===== config.mk =====
export PLATFORM = sky130hd
export DESIGN_NAME = serial_adder
export DESIGN_NICKNAME = d
export VERILOG_FILES = /design/src/rtl/serial_adder.sv
export SDC_FILE = /design/constraint.sdc
export NUM_CORES = 1
export LEC_CHECK = 0
export CAP_MARGIN = 20
export CORE_ASPECT_RATIO = 0.8
export CORE_MARGIN = 1.5
export CORE_UTILIZATION = 55
export DETAILED_ROUTE_END_ITERATION = 7
export DONT_BUFFER_PORTS = 1
export HOLD_SLACK_MARGIN = 0.12
export PLACE_DENSITY = 0.79
export SETUP_SLACK_MARGIN = 0.5
export SLEW_MARGIN = 40
export SYNTH_ARGS = -nofsm -noshare
export SYNTH_HDL_FRONTEND = slang
export SYNTH_SLANG_ARGS = --single-unit

===== constraint.sdc =====
create_clock -name clk -period 1.8 [get_ports clk]
set_input_delay 0.18 -clock clk [delete_from_list [all_inputs] [get_ports clk]]
set_output_delay 0.18 -clock clk [all_outputs]
set_load 0.02 [all_outputs]

===== src/rtl/serial_adder.sv =====
// serial_adder: bit-serial add/subtract through one full-adder slice.
// One operand bit per clock, LSB first; done pulses when the result lands.
module serial_adder #(
    parameter int WIDTH = 8,
    parameter int CNT_W = $clog2(WIDTH + 1)
) (
    input  logic             clk,
    input  logic             rst_n,
    input  logic             start,
    input  logic             sub,
    input  logic [WIDTH-1:0] a,
    input  logic [WIDTH-1:0] b,
    output logic             busy,
    output logic             done,
    output logic [WIDTH-1:0] sum,
    output logic             carry,
    output logic             overflow
);

    typedef enum logic [1:0] {
        IDLE,
        RUN,
        DONE
    } state_t;

    state_t state, state_nx;

    logic [WIDTH-1:0] opa;
    logic [WIDTH-1:0] opb;
    logic [WIDTH-1:0] res;
    logic [CNT_W-1:0] cnt;
    logic             cin;
    logic             s;
    logic             co;
    logic             last;
    logic             accept;

    assign s    = opa[0] ^ opb[0] ^ cin;
    assign co   = (opa[0] & opb[0]) | (opa[0] & cin) | (opb[0] & cin);
    assign last = (cnt == CNT_W'(WIDTH - 1));

    always_ff @(posedge clk or negedge rst_n) begin
        if (!rst_n) begin
            state <= IDLE;
        end else begin
            state <= state_nx;
        end
    end

    always_comb begin
        state_nx = state;
        busy     = 1'b0;
        done     = 1'b0;
        accept   = 1'b0;
        unique case (state)
            IDLE: begin
                if (start) begin
                    accept   = 1'b1;
                    state_nx = RUN;
                end
            end
            RUN: begin
                busy = 1'b1;
                if (last) begin
                    state_nx = DONE;
                end
            end
            DONE: begin
                done   = 1'b1;
                accept = start;
                if (start) begin
                    state_nx = RUN;
                end else begin
                    state_nx = IDLE;
                end
            end
            default: state_nx = IDLE;
        endcase
    end

    always_ff @(posedge clk or negedge rst_n) begin
        if (!rst_n) begin
            opa      <= '0;
            opb      <= '0;
            res      <= '0;
            cnt      <= '0;
            cin      <= 1'b0;
            sum      <= '0;
            carry    <= 1'b0;
            overflow <= 1'b0;
        end else if (accept) begin
            // subtraction as a + ~b + 1: invert b, seed carry with 1
            opa <= a;
            opb <= sub ? ~b : b;
            cin <= sub;
            cnt <= '0;
        end else if (state == RUN) begin
            opa <= opa >> 1;
            opb <= opb >> 1;
            cin <= co;
            cnt <= cnt + 1'b1;
            res <= {s, res[WIDTH-1:1]};
            if (last) begin
                // cin here is the carry into the MSB
                sum      <= {s, res[WIDTH-1:1]};
                carry    <= co;
                overflow <= cin ^ co;
            end
        end
    end

endmodule

==> flow_metrics.env, run 1 <==
export IMPL_grt_first_pass_wirelength_um=5547
export IMPL_hold_ws_ps=134.8
export IMPL_wl_per_cell_um=16.52
export IMPL_port_buffers=0
export IMPL_required_ps=1970
export IMPL_coreArea_um2=3108
export IMPL_crit_path_end_kind="flop"
export IMPL_r2r_cells=4
export IMPL_ctsRootBufferMaster="clkbuf_8"
export IMPL_place_inst=191
export IMPL_grt_pass1_vias=1157
export IMPL_grt_max_degree=41
export IMPL_die_h_um=54.18
export IMPL_crit_type="flop to flop"
export IMPL_clkTransAtPathRegs_ps=80
export IMPL_yosysTopAreaCell="dfrtp_1"
export IMPL_crit_path_end="sum[1]"
export IMPL_fillCellCount=230
export IMPL_instances_no_fill=215
export IMPL_cts_tree="built"
export IMPL_synth_top_area_share=0.5559
export IMPL_numCtsBuffers=5
export IMPL_timing_setup_tns_ps=0
export IMPL_regToRegEndpoint="sum[1]"
export IMPL_rsz0062_at_grt="yes"
export IMPL_grt_use_met2=0.3500
export IMPL_antenna_diode_count=0
export IMPL_drc=0
export IMPL_place_hpwl_um=2179
export IMPL_routed_wl_um=3551
export IMPL_period_needed_ps=1394
export IMPL_hold_path_startpoint="b[1]"
export IMPL_vias=1232
export IMPL_routabilityCongestion=0.7321
export IMPL_postSynthCellCount=158
export IMPL_syn_area_um2=1800
export IMPL_hold_violations=0
export IMPL_yosys_warnings=0
export IMPL_cp_arrival_ps=1570
export IMPL_htree_levels=2
export IMPL_grt_util_met3=0.09414
export IMPL_syn_area_per_cell_um2=11.40
export IMPL_grt_overflow=0
export IMPL_ys_seq_elements=40
export IMPL_rrSetupSlack_ps=410
export IMPL_cts_sinks=40
export IMPL_seq_area_frac_synth=0.5559
export IMPL_timing_hold_worst_path_depth=3
export IMPL_antenna_found_initial=0
export IMPL_setup_viol=0
export IMPL_ios=32
export IMPL_fmax_mhz=717.6
export IMPL_dieWidth_um=66.97
export IMPL_final_common_cell="dfrtp_1"
export IMPL_area_growth_pct=18.83
export IMPL_slew_headroom=0.6894
export IMPL_grt_met1_usage=0.2795
export IMPL_power_density_nw_per_um2=1887
export IMPL_fin_skew_ps=7.767
export IMPL_critPathLaunchType="flop"
export IMPL_max_slew_worst_pin_slew_ps=464.9
export IMPL_gr_max_usage_layer="met2"
export IMPL_yosys_top_cells_area="dfrtp_1, mux2_4, nand2_1"
export IMPL_period_share=0.7742
export IMPL_setup_worst_path_start="state[1]"
export IMPL_status="completed"
export IMPL_syn_num_nets=180
export IMPL_critPathMaxFanout=6
export IMPL_min_path_type="input pin to flop"
export IMPL_first_pass_iters=5
export IMPL_insertion_delay_ps=290
export IMPL_fin_nets=196
export IMPL_drtIter0Drc=89
export IMPL_p_leak_nw=0.9802
export IMPL_avgViaCountPerCell=5.730
export IMPL_final_max_slew_viol_count=0
export IMPL_peakVddDrop_uv=914.6
export IMPL_r2r_start="state[1]"
export IMPL_drt_antenna_violating_nets=0
export IMPL_max_cap_viol_count=0
export IMPL_ys_types=31
export IMPL_cts_buffer_depth=2
export IMPL_grtUsageTotal=0.2200
export IMPL_setup_slack_ps=406.5
export IMPL_drive_gt1_frac=0.2229
export IMPL_rows=18
export IMPL_layout_common_cells="dfrtp_1, nand2_1, nor2_1"
export IMPL_dieArea_um2=3628
export IMPL_dp_slack_ps=313.5
export IMPL_start_util=0.5793
-- kinds of logic after synthesis --
family | synth area share
buf+inv | 0.04655
simple gates | 0.1515
flops | 0.5559
mux | 0.09868
compound gates | 0.08548
fa+ha+maj | 0.01807
xor+xnor | 0.04378
-- worst min-delay path by stage --
stage | end | slack, ps
2_1_floorplan | carry | -120
3_3_place_gp | opb[2] | -110
3_5_place_dp | sum[7] | -110
4_1_cts | opb[1] | 130
5_1_grt | opb[7] | 140
6_report | opb[1] | 130
-- area by class of cell --
type                            count  area [µm²]  area share
Timing Repair Buffer               19       200.2     0.09357
Clock inverter                      3       42.54     0.01988
Tap cell                           40       50.05     0.02339
Sequential cell                    40        1002      0.4684
Inverter                            1       6.256    0.002924
Multi-Input combinational cell    107       769.5      0.3596
Clock buffer                        5       68.82     0.03216
-- power breakdown --
| group | internal, W | total (W) | switching [W] |
|---|---|---|---|
| combinational | 0.000809 | 0.00154 | 0.000727 |
| sequential | 0.00132 | 0.00179 | 0.000467 |
| clock | 0.000410 | 0.000715 | 0.000305 |
| total | 0.00254 | 0.00404 | 0.00150 |
-- layer usage --
| layer | vias to the layer above | share of wire |
|---|---|---|
| li1 | 569 | - |
| met1 | 622 | 0.44 |
| met3 | 4 | 0.043 |
| met5 | - | 0 |
| met2 | 37 | 0.51 |
| met4 | 0 | 0.0082 |
-- metrics by stage --
stage          instance area [µm²]  utilization  power [W]
6_report                      2140       0.6884   0.004037
5_1_grt                       2140       0.6884   0.004316
4_1_cts                       2112       0.6795   0.003957
3_5_place_dp                  1813       0.5833   0.003042
3_3_place_gp                  1813       0.5833   0.002937
2_1_floorplan                 1813            -   0.002811
-- Yosys cell counts, drive strengths merged --
| library cell | instances |
|---|---|
| mux2 | 11 |
| nand3 | 2 |
| clkbuf | 1 |
| nor3 | 2 |
| nand2b | 2 |
| a22oi | 1 |
| xnor2 | 7 |
| inv | 1 |
| ha | 1 |
| and4b | 1 |
| xor2 | 2 |
| nand4 | 1 |
| nor2 | 15 |
| o21ai | 2 |
| a31oi | 5 |
| mux2i | 2 |
| a22o | 2 |
| a21oi | 1 |
| fa | 1 |
| o22ai | 2 |
| nand2 | 36 |
| buf | 10 |
| nor2b | 2 |
| a221o | 7 |
| and3b | 1 |
| dfrtp | 40 |
-- state kept, by name (all words and copies together), names as in the netlist --
| signal | cells |
|---|---|
| sum | 8 |
| cin | 1 |
| opa | 8 |
| res | 7 |
| opb | 8 |
| carry | 1 |
| state | 2 |
| cnt | 4 |
| overflow | 1 |
-- worst max-delay path, cell delays in order, from the launching register on --
cell and delay (ps):
dfrtp_1 380, nand2b_4 160, inv_4 70, and4b_4 330
mux2_4 320
-- what timing repair did --
item                                    CTS  global route
gates cloned                              1             0
buffers inserted                          3             1
hold buffers                             11             0
pin swaps                                 3             3
hold endpoints to repair                 49             0
endpoints found under the setup margin   29            25
gates resized for setup                   8             5
Note: power is estimated with default switching activity, not from simulation.
==> run 2: changes to the inputs <==
- clock period: 1.8 -> 1.3 ns (I/O delays scaled with it)
==> run 2 against run 1 <==
Net effect: the run now ends with hold timing, setup timing left; critical path depth grew 1; via count increased by 11%; maximum frequency shrank 3.9%; clock skew decreased by 3.8 ps; sequential cell count unchanged; count of clock-buffer cells in the layout up 3; worst hold slack worse by 600 ps; clock power grew 17%; sequential share of layout area decreased by 6.5 points; routed wire length rose by 27%; register-to-register slack worse by 560 ps; combinational power grew 120%; critical endpoint is now sum[4].
==> flow_metrics.env, run 2 (same netlist as run 1, synthesis figures left out) <==
export IMPL_status="complete, but fails checks"
export IMPL_violations="hold timing, setup timing"
export IMPL_power_density_nw_per_um2=2691
export IMPL_hold_violations=40
export IMPL_antenna_diode_count=0
export IMPL_min_path_type="input pin to asynchronous set/reset pin"
export IMPL_port_buffers=0
export IMPL_p_leak_nw=1.135
export IMPL_seqPwrFrac=0.369
export IMPL_dieWidth_um=66.97
export IMPL_multi_input_area_um2=888.4
export IMPL_start_util=0.5793
export IMPL_drt_antenna_violating_nets=0
export IMPL_clkTransAtPathRegs_ps=70
export IMPL_drc=0
export IMPL_avgViaCountPerCell=5.792
export IMPL_antenna_found_initial=0
export IMPL_layout_area_seq_um2=1005
export IMPL_rows=18
export IMPL_grt_pass1_vias=1246
export IMPL_largest_registers="opa: 8 flops, opb: 8 flops, sum: 8 flops"
export IMPL_max_cap_viol_count=0
export IMPL_r2r_start="state[1]"
export IMPL_final_common_cell="dfrtp_1"
export IMPL_layout_common_cells="dfrtp_1, nand2_1, buf_4"
export IMPL_slew_headroom=0.8262
export IMPL_die_h_um=54.18
export IMPL_ios=32
export IMPL_cts_tree="built"
export IMPL_comb_power_share=0.505
export IMPL_fin_nets=217
export IMPL_critPathMaxFanout=10
export IMPL_fin_skew_ps=3.933
export IMPL_htree_levels=2
export IMPL_r2r_cells=5
export IMPL_cts_sinks=40
export IMPL_period_needed_ps=1450
export IMPL_place_hpwl_um=2294
export IMPL_vias=1367
export IMPL_fmax_mhz=689.5
export IMPL_critPathLaunchType="flop"
export IMPL_setup_slack_ps=-150.3
export IMPL_regToRegEndpoint="sum[4]"
export IMPL_finish_utilization=0.8011
export IMPL_dieArea_um2=3628
export IMPL_timing_setup_tns_ps=-1802
export IMPL_wl_per_cell_um=19.10
export IMPL_coreArea_um2=3108
export IMPL_period_share=1.116
export IMPL_power_internal_w=0.004174
export IMPL_cts_buffer_depth=2
export IMPL_fillCellCount=158
export IMPL_crit_type="flop to flop"
export IMPL_final_max_slew_viol_count=0
export IMPL_power_switching_w=0.002526
export IMPL_drtIter0Drc=85
export IMPL_ctsHoldBuffers=9
export IMPL_place_area_um2=1928
export IMPL_instances_no_fill=236
export IMPL_numCtsBuffers=5
export IMPL_routabilityCongestion=0.7121
export IMPL_max_slew_worst_pin_slew_ps=260.6
export IMPL_clkPwrFrac=0.125
export IMPL_required_ps=1470
export IMPL_sw_frac_of_total=0.3770
export IMPL_rsz0062_at_grt="yes"
export IMPL_rrSetupSlack_ps=-150
export IMPL_setup_viol=18
export IMPL_peakVddDrop_uv=1882
export IMPL_insertion_delay_ps=290
export IMPL_grtUsageTotal=0.2276
export IMPL_area_growth_pct=38.29
export IMPL_crit_path_end_kind="flop"
export IMPL_drive_gt1_frac=0.4235
export IMPL_hold_ws_ps=-469.9
export IMPL_routed_wl_um=4508
export IMPL_place_inst=203
export IMPL_stdcell_area_um2=2490
export IMPL_first_pass_iters=4
export IMPL_grt_max_degree=41
export IMPL_ctsRootBufferMaster="clkbuf_8"
export IMPL_grt_overflow=0
export IMPL_cp_arrival_ps=1620
export IMPL_grt_first_pass_wirelength_um=5871
## run 2: cell count changes in the layout (fill, tap and decap cells not counted), sizes merged
cell / delta
buf: +20
clkbuf: +5
and4b: -1
bufinv: -1
clkinvlp: -1
dlygate4sd3: -1
inv: -1
nor2: +1
## run 2: routing by layer
layer	wire length (µm)	vias to the layer above	track usage
met1	1886	690	0.3018
met2	2262	54	0.3583
met4	68	0	0.09184
li1	-	613	-
met3	292	10	0.06276
met5	0	-	0
## run 2: repair_timing
| item | 4_1_cts | 5_1_grt |
|---|---|---|
| resized for setup | 10 | 44 |
| hold endpoints to repair | 52 | 42 |
| setup buffers | 4 | 8 |
| endpoints found under the setup margin | 52 | 52 |
| gates cloned | 1 | 3 |
| pin swaps | 2 | 14 |
## run 2: cell type report
| cell class | count | share of cell area |
|---|---|---|
| multi-input cells | 107 | 0.3568 |
| repair buffers | 40 | 0.1799 |
| well taps | 40 | 0.02010 |
| inverters | 1 | 0.003518 |
| clock buffers | 8 | 0.03618 |
| flip-flops and latches | 40 | 0.4035 |
## run 2: how the worst max path moves through the flow
stage	endpoint	slack, ps	startpoint	cells past startpoint
2_1_floorplan	carry	-50	cnt[0]	4
3_3_place_gp	sum[2]	-100	state[1]	4
6_report	sum[4]	-150	state[1]	5
4_1_cts	sum[4]	-100	state[1]	5
3_5_place_dp	sum[2]	-150	state[1]	4
5_1_grt	sum[7]	-170	state[1]	5
## run 2: through the flow
| step | total power (W) | setup WS, ps |
|---|---|---|
| floorplan | 0.004081 | -47.07 |
| global placement | 0.004392 | -104.5 |
| finish | 0.006699 | -150.3 |
| global route | 0.007050 | -165.0 |
| detailed placement | 0.004536 | -145.6 |
| CTS | 0.005596 | -97.52 |
## run 2: worst max-delay path: stages, from the launching register on
cell	delay (ps)
dfrtp_1	400
nand2b_4	160
clkinv_4	70
and4b_4	250
buf_12	150
mux2_4	310
## run 2: power by group through the flow
stage	logic [W]	registers [W]	clock network, W
2_1_floorplan	0.00173	0.00235	0
3_3_place_gp	0.00199	0.00240	0
3_5_place_dp	0.00210	0.00243	0
4_1_cts	0.00233	0.00243	0.000843
5_1_grt	0.00360	0.00254	0.000909
6_report	0.00339	0.00248	0.000839
